[src/rtl/mem_port_arbiter_pkg.sv]
// Shared types and constants for the instruction/data memory port arbiter.
//   arb_state_e : arbiter FSM states
//   owner_e     : which processor port owns the current transaction
//   req_attr_t  : latched attributes of the transaction being issued
//   pick_owner  : round-robin choice between pending ports
package mem_port_arbiter_pkg;

    localparam int unsigned DATA_WIDTH  = 32;
    localparam int unsigned MASK_WIDTH  = 4;
    localparam int unsigned TIMER_WIDTH = 8;

    localparam logic [MASK_WIDTH-1:0] MASK_ALL = 4'hF;

    typedef enum logic [1:0] {
        ST_IDLE  = 2'd0,
        ST_ISSUE = 2'd1,
        ST_WAIT  = 2'd2,
        ST_RESP  = 2'd3
    } arb_state_e;

    typedef enum logic {
        OWN_INST = 1'b0,
        OWN_DATA = 1'b1
    } owner_e;

    typedef struct packed {
        owner_e                owner;
        logic                  wr;
        logic [MASK_WIDTH-1:0] mask;
        logic [DATA_WIDTH-1:0] wdata;
    } req_attr_t;

    // Under contention the port that did not own the previous transaction wins.
    function automatic owner_e pick_owner(input logic inst_pend, input logic data_pend,
                                          input owner_e last_owner);
        if (inst_pend && data_pend) begin
            return (last_owner == OWN_INST) ? OWN_DATA : OWN_INST;
        end
        return data_pend ? OWN_DATA : OWN_INST;
    endfunction

endpackage

[src/rtl/mem_port_arbiter_wait_timer.sv]
// Transaction wait timer for the memory port arbiter.
//   clk, reset : clock, asynchronous active-low reset
//   clr        : restart the count (transaction is being issued)
//   en         : count this cycle (transaction in flight)
//   expired_c  : this enabled cycle is the MAX_WAIT-th since clr
module mem_port_arbiter_wait_timer
    import mem_port_arbiter_pkg::*;
#(
    parameter int unsigned MAX_WAIT = 255
)(
    input  logic clk,
    input  logic reset,
    input  logic clr,
    input  logic en,
    output logic expired_c
);

    // count holds the number of enabled cycles already completed, so the
    // cycle where it equals MAX_WAIT-1 is the last one allowed.
    localparam logic [TIMER_WIDTH-1:0] LAST = TIMER_WIDTH'(MAX_WAIT - 1);

    logic [TIMER_WIDTH-1:0] count;

    // Saturating cycle counter.
    always_ff @(posedge clk or negedge reset) begin
        if (!reset) begin
            count <= '0;
        end else if (clr) begin
            count <= '0;
        end else if (en && (count != '1)) begin
            count <= count + TIMER_WIDTH'(1);
        end
    end

    // >= so that a gnt that beats the limit in ISSUE still leaves WAIT bounded.
    assign expired_c = en && (count >= LAST);

endmodule

[src/rtl/mem_port_arbiter.sv]
// Shares one single-ported memory between the instruction-fetch and data ports.
// One transaction in flight at a time, round-robin under contention, with an
// abort after MAX_WAIT cycles spent issuing/waiting.
//   clk, reset              : clock, asynchronous active-low reset
//   ip_inst_req/addr        : fetch request (held until op_inst_valid)
//   op_inst_valid/from_mem  : fetch response pulse and data
//   ip_data_rd/wr/addr/mask/from_proc : data request (held until op_data_valid)
//   op_data_valid/from_mem  : data response pulse and read data (0 for writes)
//   op_mem_req/wr/addr/mask/wdata, ip_mem_gnt : memory request handshake
//   ip_mem_rvalid/rdata     : memory read return
//   op_timeout              : sticky abort flag
module mem_port_arbiter
    import mem_port_arbiter_pkg::*;
#(
    parameter int unsigned ADDR_WIDTH = 32,
    parameter int unsigned MAX_WAIT   = 255
)(
    input  logic                  clk,
    input  logic                  reset,
    input  logic                  ip_inst_req,
    input  logic [ADDR_WIDTH-1:0] ip_inst_addr,
    output logic                  op_inst_valid,
    output logic [DATA_WIDTH-1:0] op_inst_from_mem,
    input  logic                  ip_data_rd,
    input  logic                  ip_data_wr,
    input  logic [ADDR_WIDTH-1:0] ip_data_addr,
    input  logic [MASK_WIDTH-1:0] ip_data_mask,
    input  logic [DATA_WIDTH-1:0] ip_data_from_proc,
    output logic                  op_data_valid,
    output logic [DATA_WIDTH-1:0] op_data_from_mem,
    output logic                  op_mem_req,
    output logic                  op_mem_wr,
    output logic [ADDR_WIDTH-1:0] op_mem_addr,
    output logic [MASK_WIDTH-1:0] op_mem_mask,
    output logic [DATA_WIDTH-1:0] op_mem_wdata,
    input  logic                  ip_mem_gnt,
    input  logic                  ip_mem_rvalid,
    input  logic [DATA_WIDTH-1:0] ip_mem_rdata,
    output logic                  op_timeout
);

    arb_state_e            state_q, state_d;
    req_attr_t             attr_q, attr_d;
    logic [ADDR_WIDTH-1:0] addr_q, addr_d;
    logic                  mem_req_q, mem_req_d;
    logic                  inst_valid_q, inst_valid_d;
    logic                  data_valid_q, data_valid_d;
    logic [DATA_WIDTH-1:0] inst_rdata_q, inst_rdata_d;
    logic [DATA_WIDTH-1:0] data_rdata_q, data_rdata_d;
    logic                  timeout_q, timeout_d;
    owner_e                last_owner_q, last_owner_d;

    logic                  inst_pend_c;
    logic                  data_pend_c;
    owner_e                winner_c;
    logic                  timer_clr_c;
    logic                  timer_en_c;
    logic                  expired_c;
    logic                  resp_en_c;
    logic [DATA_WIDTH-1:0] resp_data_c;

    assign inst_pend_c = ip_inst_req;
    assign data_pend_c = ip_data_rd | ip_data_wr;
    assign winner_c    = pick_owner(inst_pend_c, data_pend_c, last_owner_q);
    assign timer_en_c  = (state_q == ST_ISSUE) || (state_q == ST_WAIT);

    mem_port_arbiter_wait_timer #(
        .MAX_WAIT (MAX_WAIT)
    ) u_wait_timer (
        .clk       (clk),
        .reset     (reset),
        .clr       (timer_clr_c),
        .en        (timer_en_c),
        .expired_c (expired_c)
    );

    // State and registered outputs.
    always_ff @(posedge clk or negedge reset) begin
        if (!reset) begin
            state_q      <= ST_IDLE;
            attr_q       <= '0;
            addr_q       <= '0;
            mem_req_q    <= 1'b0;
            inst_valid_q <= 1'b0;
            data_valid_q <= 1'b0;
            inst_rdata_q <= '0;
            data_rdata_q <= '0;
            timeout_q    <= 1'b0;
            last_owner_q <= OWN_INST;
        end else begin
            state_q      <= state_d;
            attr_q       <= attr_d;
            addr_q       <= addr_d;
            mem_req_q    <= mem_req_d;
            inst_valid_q <= inst_valid_d;
            data_valid_q <= data_valid_d;
            inst_rdata_q <= inst_rdata_d;
            data_rdata_q <= data_rdata_d;
            timeout_q    <= timeout_d;
            last_owner_q <= last_owner_d;
        end
    end

    // Next-state and next-output logic.
    always_comb begin
        state_d      = state_q;
        attr_d       = attr_q;
        addr_d       = addr_q;
        mem_req_d    = mem_req_q;
        inst_valid_d = 1'b0;
        data_valid_d = 1'b0;
        inst_rdata_d = inst_rdata_q;
        data_rdata_d = data_rdata_q;
        timeout_d    = timeout_q;
        last_owner_d = last_owner_q;
        timer_clr_c  = 1'b0;
        resp_en_c    = 1'b0;
        resp_data_c  = '0;

        case (state_q)
            ST_IDLE: begin
                if (inst_pend_c || data_pend_c) begin
                    attr_d.owner = winner_c;
                    if (winner_c == OWN_DATA) begin
                        // rd and wr together resolve to a write.
                        addr_d       = ip_data_addr;
                        attr_d.wr    = ip_data_wr;
                        attr_d.mask  = ip_data_wr ? ip_data_mask : MASK_ALL;
                        attr_d.wdata = ip_data_wr ? ip_data_from_proc : '0;
                    end else begin
                        addr_d       = ip_inst_addr;
                        attr_d.wr    = 1'b0;
                        attr_d.mask  = MASK_ALL;
                        attr_d.wdata = '0;
                    end
                    mem_req_d   = 1'b1;
                    timer_clr_c = 1'b1;
                    state_d     = ST_ISSUE;
                end
            end

            ST_ISSUE: begin
                // A grant in the expiry cycle takes priority over the abort.
                if (ip_mem_gnt) begin
                    mem_req_d = 1'b0;
                    if (attr_q.wr) begin
                        resp_en_c = 1'b1;
                        state_d   = ST_RESP;
                    end else begin
                        state_d   = ST_WAIT;
                    end
                end else if (expired_c) begin
                    mem_req_d = 1'b0;
                    timeout_d = 1'b1;
                    resp_en_c = 1'b1;
                    state_d   = ST_RESP;
                end
            end

            ST_WAIT: begin
                if (ip_mem_rvalid) begin
                    resp_en_c   = 1'b1;
                    resp_data_c = ip_mem_rdata;
                    state_d     = ST_RESP;
                end else if (expired_c) begin
                    timeout_d = 1'b1;
                    resp_en_c = 1'b1;
                    state_d   = ST_RESP;
                end
            end

            ST_RESP: begin
                last_owner_d = attr_q.owner;
                state_d      = ST_IDLE;
            end

            default: begin
                state_d = ST_IDLE;
            end
        endcase

        // Response is steered to the owning port only.
        if (resp_en_c) begin
            if (attr_q.owner == OWN_DATA) begin
                data_valid_d = 1'b1;
                data_rdata_d = resp_data_c;
            end else begin
                inst_valid_d = 1'b1;
                inst_rdata_d = resp_data_c;
            end
        end
    end

    assign op_inst_valid    = inst_valid_q;
    assign op_inst_from_mem = inst_rdata_q;
    assign op_data_valid    = data_valid_q;
    assign op_data_from_mem = data_rdata_q;
    assign op_mem_req       = mem_req_q;
    assign op_mem_wr        = attr_q.wr;
    assign op_mem_addr      = addr_q;
    assign op_mem_mask      = attr_q.mask;
    assign op_mem_wdata     = attr_q.wdata;
    assign op_timeout       = timeout_q;

endmodule

[config.mk]
export PLATFORM = sky130hd
export DESIGN_NAME = mem_port_arbiter
export DESIGN_NICKNAME = d
export VERILOG_FILES = /design/src/rtl/mem_port_arbiter_pkg.sv /design/src/rtl/mem_port_arbiter_wait_timer.sv /design/src/rtl/mem_port_arbiter.sv
export SDC_FILE = /design/constraint.sdc
export NUM_CORES = 1
export LEC_CHECK = 0
export BUFFER_PORTS_ARGS = -buffer_cell sky130_fd_sc_hd__buf_2
export CORE_AREA = 2 2 154 156
export DETAILED_ROUTE_END_ITERATION = 6
export DIE_AREA = 0 0 156 158
export HOLD_SLACK_MARGIN = 0.15
export SYNTH_ARGS = -nofsm -noshare
export SYNTH_HDL_FRONTEND = slang
export SYNTH_SLANG_ARGS = --single-unit
[constraint.sdc]
create_clock -name clk -period 3.5 [get_ports clk]
set_input_delay 0.7 -clock clk [delete_from_list [all_inputs] [get_ports clk]]
set_output_delay 0.7 -clock clk [all_outputs]
set_load 0.05 [all_outputs]
==> results of run 1 <==
## placed cells by master (no fill, tap or decap), types with 2 or more instances in the layout
cell,n
buf_2,274
dfrtp_1,149
nand2_1,103
nor2_1,70
a21oi_1,67
o211ai_1,44
o21ai_0,39
nand3_1,38
a22o_1,32
mux2i_1,32
o211ai_2,21
clkbuf_16,17
ha_1,7
buf_4,7
clkinv_8,6
inv_1,5
buf_12,5
o22a_1,4
inv_6,4
inv_8,4
nand4_1,3
xor2_1,3
nand2b_1,2
a21oi_2,2
nor2b_1,2
or3_1,2
## per-stage QoR
| step | power (uW) | hold slack, ns | instances | utilization |
|---|---|---|---|---|
| after floorplan | 7530 | 0.404 | 749 | - |
| after global placement | 8720 | 0.456 | 1227 | 0.377 |
| after detailed placement | 8800 | 0.461 | 1227 | 0.377 |
| after CTS | 10700 | 0.288 | 1259 | 0.404 |
| after global routing | 11300 | 0.319 | 1259 | 0.404 |
| final | 10600 | 0.273 | 1259 | 0.404 |
## state kept, by name, indices dropped and copies added, names as in the netlist
| name | cells |
|---|---|
| op_timeout | 1 |
| op_data_valid | 1 |
| op_mem_addr | 32 |
| op_mem_wdata | 32 |
| last_owner_q | 1 |
| u_wait_timer.count | 8 |
| op_mem_mask | 4 |
| op_data_from_mem | 32 |
| op_mem_req | 1 |
| op_inst_from_mem | 32 |
| op_inst_valid | 1 |
| op_mem_wr | 1 |
| state_q | 2 |
| attr_q | 1 |
## power by group through the flow
stage                     Clock, uW  Sequential (uW)  Combinational, uW
after floorplan                   0             4260               3270
after global placement            0             2860               5870
after detailed placement          0             2850               5950
after CTS                      1950             2840               5940
after global routing           2030             2930               6370
final                          1890             2840               5880
## synth_stat cells (all sizes together)
cell     number
o31ai         2
a21oi        70
a22oi         1
and3          1
a22o         32
a31oi         1
nor2b         2
nand2b        4
ha            8
nor3          1
o21ai        40
and4          1
dfrtp       149
or4           1
or3           3
buf          57
inv           5
mux2i        32
o21bai        1
o22a          4
nand4         4
and2          1
o211a         1
o211ai       65
mux2          1
or2           1
a32oi         1
o311a         1
o2111ai       1
clkbuf       42
nor2         70
nand2       104
nand3        38
xnor2         1
xor2          3
## area by class of cell
class,instances,area share
Clock buffer,17,0.0457
Clock inverter,15,0.0208
Inverter,5,0.00202
Multi-Input combinational cell,496,0.327
Sequential cell,149,0.401
Tap cell,290,0.0390
Timing Repair Buffer,287,0.165
## routing by layer
layer	global-route usage	vias up	wire, microns
met3	0.0550	13	1550
met2	0.269	211	9660
met4	0.0433	2	164
li1	-	3031	-
met5	0	-	14
met1	0.225	2902	9360
## worst max-delay path by stage
stage	from	to	slack, ns
global placement	state_q[0]	op_data_from_mem[10]	1.06
finish	state_q[0]	op_data_from_mem[4]	0.98
detailed placement	state_q[0]	op_inst_from_mem[17]	1.0
CTS	state_q[0]	op_inst_from_mem[17]	1.0
global route	state_q[1]	op_data_from_mem[9]	0.82
floorplan	state_q[1]	op_inst_from_mem[10]	1.55
## critical path, stage by stage, from the launching register on
cell and delay, ns:
dfrtp_1 0.39, inv_1 0.12, ha_1 0.44, o21ai_0 0.12
or3_2 0.72, buf_12 0.30, o211ai_1 0.18, nand2_1 0.08
## cell families after synthesis
| logic type | count (synthesis) | share of synthesized area |
|---|---|---|
| buffers and inverters | 104 | 0.0782 |
| DFF | 149 | 0.512 |
| xor gates and xnor gates | 4 | 0.00481 |
| adders and majority gates | 8 | 0.0137 |
| muxes | 33 | 0.0455 |
| AOI/OAI and AO/OA | 220 | 0.212 |
| and+or+nand+nor | 231 | 0.134 |
==> reports/results.txt, run 1 <==
status: completed
internal power: 4950 uW
Worst-Skew Late Latency: 0.43 ns
Setup CP Type: reg2reg
crit path capture type: flip-flop
RR Startpoint: state_q[0]
worst setup margin: 0.982 ns
Fin Clk Skew: 0.0149 ns
DR pass1 iterations: 4
final setup vio count: 0
CTS tree: built
Comb power frac: 0.554
Syn Nets: 896
port bufs: 275
Final Hold Vio Count: 0
switching share of power: 0.534
Root Buffer: clkbuf_16
layout cells sized above 1: 0.365
Flop pwr share: 0.268
multi-input logic area: 0.00304 sq mm
Finished Cell Area: 0.00931 sq mm
flops & latches, synth: 149
setup slack, reg-to-reg: 0.98 ns
die height: 158 microns
Die W: 156 microns
CTS Buf Count: 17
Starting Density: 0.316
CP arrival: 2.82 ns
sequential area share after synthesis: 0.512
total grt overflow: 0
Nets: 1103
Max-Slew Margin vs Limit: 0.378
fin crit share: 0.719
gpl congestion: 0.829
Max Slew Vio Count: 0
Post-Syn Area: 0.00728 sq mm
Yosys top cell area share: 0.512
# hold bufs at CTS: 0
register area: 0.00373 sq mm
Post-Syn Instances: 749
CTS HTree Levels: 4
DP HPWL: 14300 microns
minimum clock period: 2.52 ns
Leakage Power: 0.00418 uW
Req. time, crit path: 3.81 ns
Switch Pwr: 5670 uW
dpl cell area: 0.00869 sq mm
number of routed nets with antenna violations: 0
Max Fclk: 397 MHz
Wirelength per Cell: 16.5 microns
Site Rows: 56
Routed WL: 20700 microns
first-pass GRT wire length: 32500 microns
Clk pwr share: 0.178
Worst-path clk slew: 0.07 ns
Max clock buf depth: 2
startpoint types: flip-flop
R2R cell count: 7
total core area: 0.0231 sq mm
Power Density: 1140 mW/mm^2
Max FO, Critical Path: 44
Netlist cell types: 43
VDD IR max: 0.000617 V
Hold WC Path Type: in2async
YS warnings: 0
max cap viols: 0
ant diodes: 0
vias in the first global route: 5854
pre-CTS setup slack: 0.997 ns
Syn Area/Cell: 9.72 sq um
initial antenna violation count: 1
number of top-level pins: 276
Residual DRC: 0
pin count of the biggest net entering global routing: 83
setup repair bufs after CTS: 0
Area Overhead vs Synth: 27.8%
fillers: 2310
worst slew pin tran: 0.931 ns
GRT Util Overall: 0.170
drt initial violations: 459
setup TNS: 0 ns
terminus of the critical flop-to-flop path: op_data_from_mem[4]
Yosys top cell by area: dfrtp_1
RSZ-0062 raised after global routing: no
via density per instance: 4.89
post-CTS sizing: 0
full die area: 0.0246 sq mm
largest cells by area after synthesis: dfrtp_1 (51%), nand2_1 (5.4%), a21oi_1 (4.7%), o211ai_1 (4.5%), mux2i_1 (4.4%)
vias after detailed routing: 6159
Clock Sinks: 149
Note: power is estimated with default switching activity, not from simulation.
==> inputs of run 2 (changes only) <==
--- a/config.mk
+++ b/config.mk
@@ -5,10 +5,11 @@
 export SDC_FILE = /design/constraint.sdc
 export NUM_CORES = 1
 export LEC_CHECK = 0
+export ABC_AREA = 1
 export BUFFER_PORTS_ARGS = -buffer_cell sky130_fd_sc_hd__buf_2
-export CORE_AREA = 2 2 154 156
+export CORE_AREA = 2 2 150 152
 export DETAILED_ROUTE_END_ITERATION = 6
-export DIE_AREA = 0 0 156 158
+export DIE_AREA = 0 0 152 154
 export HOLD_SLACK_MARGIN = 0.15
 export SYNTH_ARGS = -nofsm -noshare
 export SYNTH_HDL_FRONTEND = slang
==> constraint.sdc (replaced) <==
create_clock -name clk -period 2.4 [get_ports clk]
set_input_delay 0.48 -clock clk [delete_from_list [all_inputs] [get_ports clk]]
set_output_delay 0.48 -clock clk [all_outputs]
set_load 0.05 [all_outputs]
==> run 2 against run 1 <==
Via count down 1.4%. First-iteration DRC count is 39% lower. Register-to-register slack got worse by 0.75 ns. Fmax is 16% higher. Clock skew down 0.0018 ns. Critical endpoint is now op_data_from_mem[5].
==> reports/results.txt, run 2 <==
Synth Area in XOR/XNOR: 0.00255 (-0.00226)
synth cell count leaders: nand2_1 (193), dfrtp_1 (149), nor2_1 (80), a21oi_1 (71), nand4_1 (66)
Leakage Power: 0.00500 uW (+20%)
largest family of logic cells by synthesized area: simple AND/OR/NAND/NOR gates
DR pass1 iterations: 7 (+3)
highest routed layer: met5
Nets: 1145 (+3.8%)
RSZ-0062 raised after global routing: yes
most frequent cell after synthesis: nand2_1
sequence of cells on the critical path: inv_1 -> ha_2 -> inv_2 -> nor2_1 -> nand3_1 -> nand2_1 -> nand2_1 -> nand2_4 -> nand3_4 -> nand2_1 -> nand2_1
Worst-Skew Late Latency: 0.42 ns (about the same)
max cap viols: 0 (unchanged)
Hold WC Path Type: in2reg
Compound-Gate Fraction of Synth Area: 0.109 (-0.103)
number of top-level pins: 276 (unchanged)
Clock Sinks: 149 (unchanged)
Post-synth ARST share: 1.00 (unchanged)
first-pass GRT wire length: 31500 microns (-3.0%)
CP arrival: 2.47 ns (-0.35 ns)
Syn Nets: 919 (+2.6%)
pre-CTS setup slack: 0.206 ns (-0.791 ns)
CP most frequent cell: nand2_1
total grt overflow: 0 (unchanged)
worst slew pin tran: 0.532 ns (-0.399 ns)
Max stage delay on crit path: 0.41 ns (-0.31 ns)
Post-synth EDFFs: 0 (unchanged)
Max FO, Critical Path: 33 (-25%)
setup repair bufs after CTS: 0 (unchanged)
minimum clock period: 2.17 ns (-0.348 ns)
full die area: 0.0234 sq mm (-5.0%)
Adder-Cell Fraction of Synth Area: 0.0146 (+0.000821)
Max Fclk: 461 MHz (+16%)
vias in the first global route: 6040 (+3.2%)
most frequent cells in the layout: buf_2 (274), nand2_1 (192), dfrtp_1 (149)
CTS tree: built
GRT Util Overall: 0.166 (-0.00365)
drt initial violations: 281 (-39%)
CTS Buf Count: 17 (unchanged)
Area Overhead vs Synth: 28.8%
status: completed
worst setup margin: 0.230 ns (-0.752 ns)
Post-Syn Area: 0.00687 sq mm (-5.6%)
fin cells: 1291 (+2.5%)
placed insts: 1258 (+2.5%)
Post-Syn Instances: 772 (+3.1%)
Final Util: 0.408 (+0.00428)
die height: 154 microns (-2.5%)
VDD IR max: 0.000641 V (+4.0%)
Max Slew Vio Count: 0 (unchanged)
sequential area share after synthesis: 0.543 (+0.0306)
Worst-path clk slew: 0.06 ns (about the same)
Power Density: 1510 mW/mm^2 (+33%)
initial antenna violation count: 2 (+1)
Die W: 152 microns (-2.6%)
Syn Area/Cell: 8.90 sq um (-8.4%)
Max clock buf depth: 2 (unchanged)
flops & latches, synth: 149 (unchanged)
Residual DRC: 0 (unchanged)
Max-Slew Margin vs Limit: 0.646 (+0.267)
layout cells sized above 1: 0.330 (-0.0356)
number of routed nets with antenna violations: 0 (unchanged)
Req. time, crit path: 2.70 ns (-1.11 ns)
Netlist cell types: 30 (-30%)
Yosys top cell area share: 0.543 (+0.0306)
Setup CP Type: reg2reg
wl on met1: 8730 microns (-6.7%)
largest cells by area after synthesis: dfrtp_1 (54%), nand2_1 (11%), nand4_1 (6.0%), a21oi_1 (5.2%), nor2_1 (4.4%)
Fin Clk Skew: 0.0131 ns (-0.00179 ns)
vias after detailed routing: 6070 (-1.4%)
ys flop type: dfrtp_1
Final Hold Vio Count: 0 (unchanged)
fin crit share: 0.904 (+0.185)
YS warnings: 0 (unchanged)
Yosys top cell by area: dfrtp_1
port bufs: 275 (unchanged)
total core area: 0.0217 sq mm (-5.9%)
Starting Density: 0.317 (+0.000945)
final setup vio count: 0 (unchanged)
Routed WL: 19300 microns (-6.9%)
startpoint types: flip-flop
crit path max-delay cell type: dfrtp_1
DP HPWL: 13700 microns (-4.7%)
crit path capture type: flip-flop
WL met2: 9100 microns (-5.7%)
via density per instance: 4.70 (-3.9%)
pin count of the biggest net entering global routing: 58 (-30%)
gpl congestion: 0.784 (-5.4%)
CTS HTree Levels: 4 (unchanged)
Wirelength per Cell: 15.0 microns (-9.2%)
met3 wire length: 1020 microns (-35%)
mux share of post-synthesis cell area: 0 (-0.0455)
Root Buffer: clkbuf_16
most common cell after layout, fill and taps aside: buf_2
Site Rows: 54 (-3.6%)
post-synthesis simple-gate area fraction: 0.220 (+0.0866)
run 2: cell type report:
type | instances | area [sq um]
diodes | 1 | 2.50
clock buffers | 19 | 443
clock inverters | 12 | 153
fillers | 2276 | 12800
inverters | 58 | 218
multi-input cells | 478 | 2400
flip-flops and latches | 149 | 3730
well taps | 280 | 350
repair buffers | 294 | 1550
run 2: logic make-up after synthesis:
kind of cell               after synthesis
DFF                                    149
AOI/OAI and AO/OA                      120
xor gates and xnor gates                 2
adders and majority gates                8
buffers and inverters                  145
and+or+nand+nor                        348
run 2: worst paths after layout:
| kind | from | endpoint | slack, ns | cells past startpoint |
|---|---|---|---|---|
| max | state_q[1] | op_data_from_mem[5] | 0.23 | 11 |
| min | ip_data_from_proc[10] | op_mem_wdata[10] | 0.28 | 2 |
| max reg2reg | state_q[1] | op_data_from_mem[5] | 0.23 | 11 |
| min reg2reg | op_data_from_mem[13] | op_data_from_mem[13] | 0.47 | 2 |
| max in group asynchronous | reset | op_inst_from_mem[23] | 1.13 | 3 |
| min in group asynchronous | reset | op_data_from_mem[11] | 0.58 | 2 |
run 2: repair_timing:
action,in CTS,in global routing
hold endpoints to repair,50,0
hold buffers,1,0
endpoints found under the setup margin,0,11
resized for setup,0,1
run 2: power by group:
| group | leakage [uW] | switching (uW) | internal (uW) | total (uW) |
|---|---|---|---|---|
| combinational | 0.00278 | 5250 | 1530 | 6780 |
| sequential | 0.00194 | 484 | 3390 | 3870 |
| clock | 0.000282 | 1070 | 1660 | 2730 |
| total | 0.00500 | 6800 | 6570 | 13400 |
run 2: worst max-delay path, delay by kind of cell (launching register included):
| kind | cells | cell delay (ns) |
|---|---|---|
| DFF | 1 | 0.41 |
| buffers and inverters | 2 | 0.14 |
| and+or+nand+nor | 8 | 1.13 |
| adders and majority gates | 1 | 0.36 |
run 2: metrics by stage:
stage / TNS [ns] / hold WS, ns / power (uW) / area, sq um
after CTS: 0 / 0.253 / 13500 / 8840
after global placement: 0 / 0.452 / 10700 / 8240
final: 0 / 0.278 / 13400 / 8850
after floorplan: 0 / 0.184 / 9420 / 6870
after global routing: -0.117 / 0.256 / 14100 / 8850
after detailed placement: 0 / 0.458 / 10700 / 8240
run 2: routing by layer:
metal,vias up,track usage
li1,2964,-
met3,26,0.0395
met2,211,0.269
met5,-,0
met1,2867,0.216
met4,2,0.0623
